[src/rtl/compound_relay_n_if.sv]
// Bundle of the per-channel input handshakes and the single result handshake
// between producers, the relay and its downstream consumer.
interface compound_relay_n_if #(
  parameter int NUM_CH  = 4,
  parameter int X_WIDTH = 32
) ();
  localparam int CH_W = (NUM_CH > 1) ? $clog2(NUM_CH) : 1;

  logic [NUM_CH-1:0]         b_in_mode;
  logic [NUM_CH*X_WIDTH-1:0] b_in_x;
  logic [NUM_CH-1:0]         b_in_y;
  logic [NUM_CH-1:0]         b_in_sync;
  logic [NUM_CH-1:0]         b_in_notify;
  logic                      b_out_mode;
  logic [X_WIDTH-1:0]        b_out_x;
  logic                      b_out_y;
  logic [CH_W-1:0]           b_out_ch;
  logic                      b_out_notify;
  logic                      b_out_sync;

  modport slave (
    input  b_in_mode, b_in_x, b_in_y, b_in_sync, b_out_sync,
    output b_in_notify, b_out_mode, b_out_x, b_out_y, b_out_ch, b_out_notify
  );

  modport master (
    output b_in_mode, b_in_x, b_in_y, b_in_sync, b_out_sync,
    input  b_in_notify, b_out_mode, b_out_x, b_out_y, b_out_ch, b_out_notify
  );
endinterface

[src/rtl/compound_relay_n.sv]
// Multi-channel compound relay: round-robin grant over NUM_CH producers, one
// shadow {x,y} per channel, read packets emit shadow+packet on one output.
//
// state     | meaning
// SECTION_A | collect: grant rotates over channels, writes update shadow
// SECTION_B | emit: result held on b_out_* until the consumer takes it
module compound_relay_n #(
  parameter int NUM_CH   = 4,
  parameter int X_WIDTH  = 32,
  parameter bit SATURATE = 1'b0
) (
  input logic               clk,
  input logic               rst,
  compound_relay_n_if.slave bus
);
  localparam int CH_W = (NUM_CH > 1) ? $clog2(NUM_CH) : 1;
  localparam logic [0:0] SECTION_A = 1'b0;
  localparam logic [0:0] SECTION_B = 1'b1;

  logic [0:0]         r_section;
  logic [CH_W-1:0]    r_ptr;
  logic [NUM_CH-1:0]  r_in_notify;
  logic [X_WIDTH-1:0] r_shadow_x [NUM_CH];
  logic [NUM_CH-1:0]  r_shadow_y;
  logic [X_WIDTH-1:0] r_out_x;
  logic               r_out_y;
  logic [CH_W-1:0]    r_out_ch;
  logic               r_out_notify;

  logic [X_WIDTH-1:0] w_sel_x;
  logic               w_sel_y;
  logic               w_sel_mode;
  logic               w_sel_sync;
  logic [X_WIDTH:0]   w_sum;
  logic [X_WIDTH-1:0] w_res;
  logic [CH_W-1:0]    w_ptr_next;
  logic [CH_W-1:0]    w_ret_next;

  function automatic logic [CH_W-1:0] f_wrap_inc(input logic [CH_W-1:0] p);
    if (p == CH_W'(NUM_CH - 1)) return '0;
    return p + 1'b1;
  endfunction

  function automatic logic [NUM_CH-1:0] f_onehot(input logic [CH_W-1:0] p);
    return NUM_CH'(1) << p;
  endfunction

  always_comb begin
    w_sel_x    = bus.b_in_x[r_ptr*X_WIDTH +: X_WIDTH];
    w_sel_y    = bus.b_in_y[r_ptr];
    w_sel_mode = bus.b_in_mode[r_ptr];
    w_sel_sync = bus.b_in_sync[r_ptr];
    // One extra bit keeps the carry so saturation can see the overflow.
    w_sum      = {1'b0, r_shadow_x[r_ptr]} + {1'b0, w_sel_x};
    w_res      = (SATURATE && w_sum[X_WIDTH]) ? '1 : w_sum[X_WIDTH-1:0];
    w_ptr_next = f_wrap_inc(r_ptr);
    w_ret_next = f_wrap_inc(r_out_ch);
  end

  always_ff @(posedge clk) begin
    if (!rst) begin
      r_section    <= SECTION_A;
      r_ptr        <= '0;
      r_in_notify  <= f_onehot('0);
      r_shadow_y   <= '0;
      r_out_x      <= '0;
      r_out_y      <= 1'b0;
      r_out_ch     <= '0;
      r_out_notify <= 1'b0;
      for (int i = 0; i < NUM_CH; i++) r_shadow_x[i] <= '0;
    end else begin
      case (r_section)
        SECTION_A: begin
          if (w_sel_sync && !w_sel_mode) begin
            r_out_x      <= w_res;
            r_out_y      <= r_shadow_y[r_ptr] ^ w_sel_y;
            r_out_ch     <= r_ptr;
            r_out_notify <= 1'b1;
            r_in_notify  <= '0;
            r_section    <= SECTION_B;
          end else begin
            if (w_sel_sync) begin
              r_shadow_x[r_ptr] <= w_sel_x;
              r_shadow_y[r_ptr] <= w_sel_y;
            end
            r_ptr       <= w_ptr_next;
            r_in_notify <= f_onehot(w_ptr_next);
          end
        end
        default: begin
          if (bus.b_out_sync) begin
            r_out_notify <= 1'b0;
            r_ptr        <= w_ret_next;
            r_in_notify  <= f_onehot(w_ret_next);
            r_section    <= SECTION_A;
          end
        end
      endcase
    end
  end

  assign bus.b_in_notify  = r_in_notify;
  assign bus.b_out_mode   = 1'b0;
  assign bus.b_out_x      = r_out_x;
  assign bus.b_out_y      = r_out_y;
  assign bus.b_out_ch     = r_out_ch;
  assign bus.b_out_notify = r_out_notify;
endmodule

[src/flat_wrapper.sv]
// flat-port wrapper written by rule: the top's interface ports become plain ports
module compound_relay_n_flat 
#(
  parameter int NUM_CH   = 4,
  parameter int X_WIDTH  = 32,
  parameter bit SATURATE = 1'b0
)
  (clk, rst, bus_b_in_mode, bus_b_in_x, bus_b_in_y, bus_b_in_sync, bus_b_out_sync, bus_b_in_notify, bus_b_out_mode, bus_b_out_x, bus_b_out_y, bus_b_out_ch, bus_b_out_notify);
  compound_relay_n_if #(.NUM_CH(NUM_CH), .X_WIDTH(X_WIDTH)) bus_i ();
  input logic clk;
  input logic rst;
  input wire logic [$bits(bus_i.b_in_mode)-1:0] bus_b_in_mode;
  input wire logic [$bits(bus_i.b_in_x)-1:0] bus_b_in_x;
  input wire logic [$bits(bus_i.b_in_y)-1:0] bus_b_in_y;
  input wire logic [$bits(bus_i.b_in_sync)-1:0] bus_b_in_sync;
  input wire logic [$bits(bus_i.b_out_sync)-1:0] bus_b_out_sync;
  output wire logic [$bits(bus_i.b_in_notify)-1:0] bus_b_in_notify;
  output wire logic [$bits(bus_i.b_out_mode)-1:0] bus_b_out_mode;
  output wire logic [$bits(bus_i.b_out_x)-1:0] bus_b_out_x;
  output wire logic [$bits(bus_i.b_out_y)-1:0] bus_b_out_y;
  output wire logic [$bits(bus_i.b_out_ch)-1:0] bus_b_out_ch;
  output wire logic [$bits(bus_i.b_out_notify)-1:0] bus_b_out_notify;
  assign bus_i.b_in_mode = bus_b_in_mode;
  assign bus_i.b_in_x = bus_b_in_x;
  assign bus_i.b_in_y = bus_b_in_y;
  assign bus_i.b_in_sync = bus_b_in_sync;
  assign bus_i.b_out_sync = bus_b_out_sync;
  assign bus_b_in_notify = bus_i.b_in_notify;
  assign bus_b_out_mode = bus_i.b_out_mode;
  assign bus_b_out_x = bus_i.b_out_x;
  assign bus_b_out_y = bus_i.b_out_y;
  assign bus_b_out_ch = bus_i.b_out_ch;
  assign bus_b_out_notify = bus_i.b_out_notify;
  compound_relay_n #(.NUM_CH(NUM_CH), .X_WIDTH(X_WIDTH), .SATURATE(SATURATE)) u_core (.clk(clk), .rst(rst), .bus(bus_i));
endmodule
[config.mk]
export PLATFORM = sky130hd
export DESIGN_NAME = compound_relay_n_flat
export DESIGN_NICKNAME = d
export VERILOG_FILES = /design/src/rtl/compound_relay_n_if.sv /design/src/rtl/compound_relay_n.sv /design/src/flat_wrapper.sv
export SDC_FILE = /design/constraint.sdc
export NUM_CORES = 1
export LEC_CHECK = 0
export ABC_AREA = 1
export ABC_CLOCK_PERIOD_IN_PS = 4620
export BUFFER_PORTS_ARGS = -buffer_cell sky130_fd_sc_hd__clkbuf_2
export CAP_MARGIN = 0
export CORE_UTILIZATION = 50
export DETAILED_ROUTE_END_ITERATION = 10
export PLACE_DENSITY = 0.72
export SYNTH_ARGS = -nofsm -noshare
export SYNTH_HDL_FRONTEND = slang
export SYNTH_SLANG_ARGS = --single-unit
export TNS_END_PERCENT = 100
[constraint.sdc]
create_clock -name clk -period 4.62 [get_ports clk]
set_input_delay 0.462 -clock clk [delete_from_list [all_inputs] [get_ports clk]]
set_output_delay 0.462 -clock clk [all_outputs]
set_load 0.02 [all_outputs]
==> key figures <==
Run status
  – Status: complete, no violations

Critical path
  – Arr. time, crit path: 4020 ps
  – Worst Path Required: 4960 ps
  – CP Max Fanout: 53
  – CP delay by family, top: buffers and inverters
  – Worst path max stage delay: 700 ps
  – CP max stage cell: inv_2
  – Most common cell on crit path: nand2_1
  – Worst Setup End Kind: register
  – Crit path cell chain: inv_2 > buf_4 > nor2_1 > o32ai_1 > ha_1 > nand2_1 > nor2_1 > inv_1 > o21bai_1 > nand2_1 > nand4_1 > nand3_1 > nand2_1 > inv_1
  – Type of the worst setup path: reg2reg
  – CP Buf/Inv Count: 4
  – Startpoint types: register

Finish
  – Layout area overhead: 14.6%
  – Final net count: 1783
  – Share of layout cells above drive strength 1: 15.1%
  – Antenna Cells: 0

Synthesis
  – Simple-Gate Fraction of Synth Area: 25.9%
  – Synth Area per Inst: 7.42 sq um
  – Post-synth top area share: 35.7%
  – Synth Cell Area: 10800 sq um
  – Post-Syn Instances: 1451
  – Seq/Total Area, Yosys: 44.8%
  – Synth cell types: 37
  – Synth top area cells: edfxtp_1 36%, nor2_1 12%, nand2_1 11%
  – EDFF count, synth: 128
  – Synth Area in Compound Gates: 13.5%
  – Fraction of synthesized area in multiplexers: 0%
  – Post-synth top cells: 331 x nor2_1, 307 x nand2_1, 170 x inv_1
  – Main combinational cell family by area after synthesis: simple AND/OR/NAND/NOR gates
  – Synth Area in XOR/XNOR: 1.30%
  – Synth async-reset ratio: 0%
  – Primary FF master, synth: edfxtp_1
  – Post-Syn Nets: 1636
  – Adder-cell share of the synthesized area: 4.95%
  – Top-count cell post-synth: nor2_1
  – Post-synth top area cell: edfxtp_1
  – Ys Warns: 0
  – #FFs+latches synth: 177

GRT
  – Pin count of the biggest net entering global routing: 65
  – Vias in the first global route: 9316
  – GRT Overall Usage: 28.7%
  – Global-route wire length before repair: 48.6 mm
  – Total global routing overflow: 0
  – Initial antenna violation count: 0

Timing
  – Highest Clock Rate: 0.271 GHz
  – Setup TNS after final layout: 0 ps
  – Period utilization: 79.8%
  – Final setup violation count: 0
  – Final Max Tran Viols: 0
  – Worst slew pin tran: 1130 ps
  – Max-slew headroom: 24.3%
  – Final min period: 3690 ps
  – RSZ-0062 raised after global routing: false
  – Worst setup margin: 933 ps
  – Layout Skew: 11.5 ps
  – Final hold violations: 0

Floorplanning
  – Die X: 149 um
  – Initial Utilization: 51.1%
  – Die ar.: 22100 sq um
  – Core ar.: 21100 sq um
  – Die H: 149 um
  – # rows: 53
  – I/O pins: 184

Route
  – Routed vias/inst: 5.44
  – 1st-iter DRT viols: 1055
  – Post-DRT Antenna Nets: 0
  – Detailed-route via count: 10300
  – Final wirelength: 31.3 mm
  – Post-DR wirelength/cell: 16.6 um
  – Drt first pass iters: 5
  – DRC viols: 0

Placement
  – Port buffer count: 182
  – DP Worst Slack: 994 ps
  – Post-DP HPWL: 21.3 mm
  – GPL Wtd Cong: 0.935

Clocking
  – Post-CTS sizing: 0
  – Hold buffers post-CTS: 0
  – CTS Root Cell: clkbuf_16
  – Reg clk slew, reported paths: 70 ps
  – Post-CTS setup buffers: 0
  – Worst skew pair latency: 440 ps
  – Clock H-tree levels: 4
  – CTS sink cnt: 177
  – CTS tree: built
  – Num CTS Buffers: 17
  – Longest Clk Path Bufs: 2

Flow run
  – MaxCap Viol Count: 0

Worst hold path
  – Class of the worst hold path: reg2reg

Power and ir drop
  – Max IR drop VDD: 0.000355 V
  – PwrDens: 787 nW/um^2
  – Leakage: 5.98 nW
## report_power, final
| part | leakage (nW) | internal [W] | switching, W |
|---|---|---|---|
| clock network | 0.268 | 0.000709 | 0.000691 |
| registers | 1.73 | 0.00208 | 0.000198 |
| logic | 3.98 | 0.00187 | 0.00416 |
## cell families (layout without fill, tap and decap cells)
kind of cell | Yosys count | in the layout
and+or+nand+nor | 708 | 708
AOI/OAI and AO/OA | 263 | 263
buffers and inverters | 244 | 404
DFF | 177 | 177
adders and majority gates | 42 | 42
xor gates and xnor gates | 16 | 16
other | 1 | 1
## final timing paths
kind | startpoint | to | slack [ps] | depth (start not counted)
worst min register to register | u_core.r_shadow_y[0]$_SDFFE_PN0P_ | u_core.r_shadow_y[0]$_SDFFE_PN0P_ | 460 | 2
worst max register to register | u_core.r_ptr[0]$_SDFFE_PN0P_ | u_core.bus.b_out_x[24]$_SDFFE_PN0P_ | 930 | 14
worst max-delay path | u_core.r_ptr[0]$_SDFFE_PN0P_ | u_core.bus.b_out_x[24]$_SDFFE_PN0P_ | 930 | 14
worst min-delay path | u_core.r_shadow_y[0]$_SDFFE_PN0P_ | u_core.r_shadow_y[0]$_SDFFE_PN0P_ | 460 | 2
## stage by stage
stage          hold WS (ps)  total power [W]  util (%)  cells  area [sq um]
3_5_place_dp            453          0.00822      55.9   1854         11800
5_1_grt                 462           0.0105      58.5   1886         12300
4_1_cts                 461          0.00962      58.5   1886         12300
2_1_floorplan           424          0.00659         -   1451         10800
3_3_place_gp            443          0.00819      55.9   1854         11800
6_report                456          0.00971      58.5   1886         12300
## registers in the layout (all words and copies together) (netlist names), named ones only
register / cells
u_core.bus.b_in_notify: 4
u_core.bus.b_out_y: 1
u_core.r_section: 1
u_core.r_shadow_y: 4
u_core.r_shadow_x: 128
u_core.bus.b_out_ch: 2
u_core.bus.b_out_notify: 1
u_core.r_ptr: 2
u_core.bus.b_out_x: 32
## final cells by class
cell class / count / area, sq um
repair buffers: 196 / 1020
clock inverters: 14 / 123
fillers: 1944 / 8740
clock buffers: 18 / 429
well taps: 275 / 344
inverters: 176 / 661
multi-input cells: 1030 / 4940
flip-flops and latches: 177 / 4830
## worst min-delay path: cells and delay by family (launching register included)
kind / cells / cell delay [ps]
AOI/OAI and AO/OA: 1 / 50
buffers and inverters: 1 / 60
DFF: 1 / 300
## layout by cell type, fill, tap and decap left out, types with 2 or more instances in the layout
cell type	synthesis	routed
a21oi_1	46	46
a32oi_1	2	2
buf_4	10	14
clkbuf_16	0	17
clkbuf_2	0	182
clkinv_1	1	2
clkinv_2	0	2
clkinvlp_4	0	2
dfxtp_1	49	46
dfxtp_2	0	3
edfxtp_1	128	128
ha_1	41	41
inv_1	170	170
inv_2	5	5
inv_6	0	5
inv_8	0	3
nand2_1	307	307
nand2_2	3	3
nand3_1	52	52
nand4_1	3	3
nor2_1	331	331
nor2_2	2	2
nor3_1	5	5
o21ai_0	139	138
o21ai_1	7	7
o21bai_1	4	4
o22ai_1	46	46
o32ai_1	16	16
xnor2_1	9	9
xor2_1	7	7
## layer usage
| layer | track usage, % | vias to the layer above | part of all wire (%) |
|---|---|---|---|
| met4 | 9.59 | 0 | 2.3 |
| li1 | - | 5016 | - |
| met3 | 4.22 | 51 | 9.3 |
| met5 | 0 | - | 0 |
| met1 | 41.0 | 4703 | 43 |
| met2 | 44.8 | 489 | 45 |
Power figures use the tool's default switching activity.
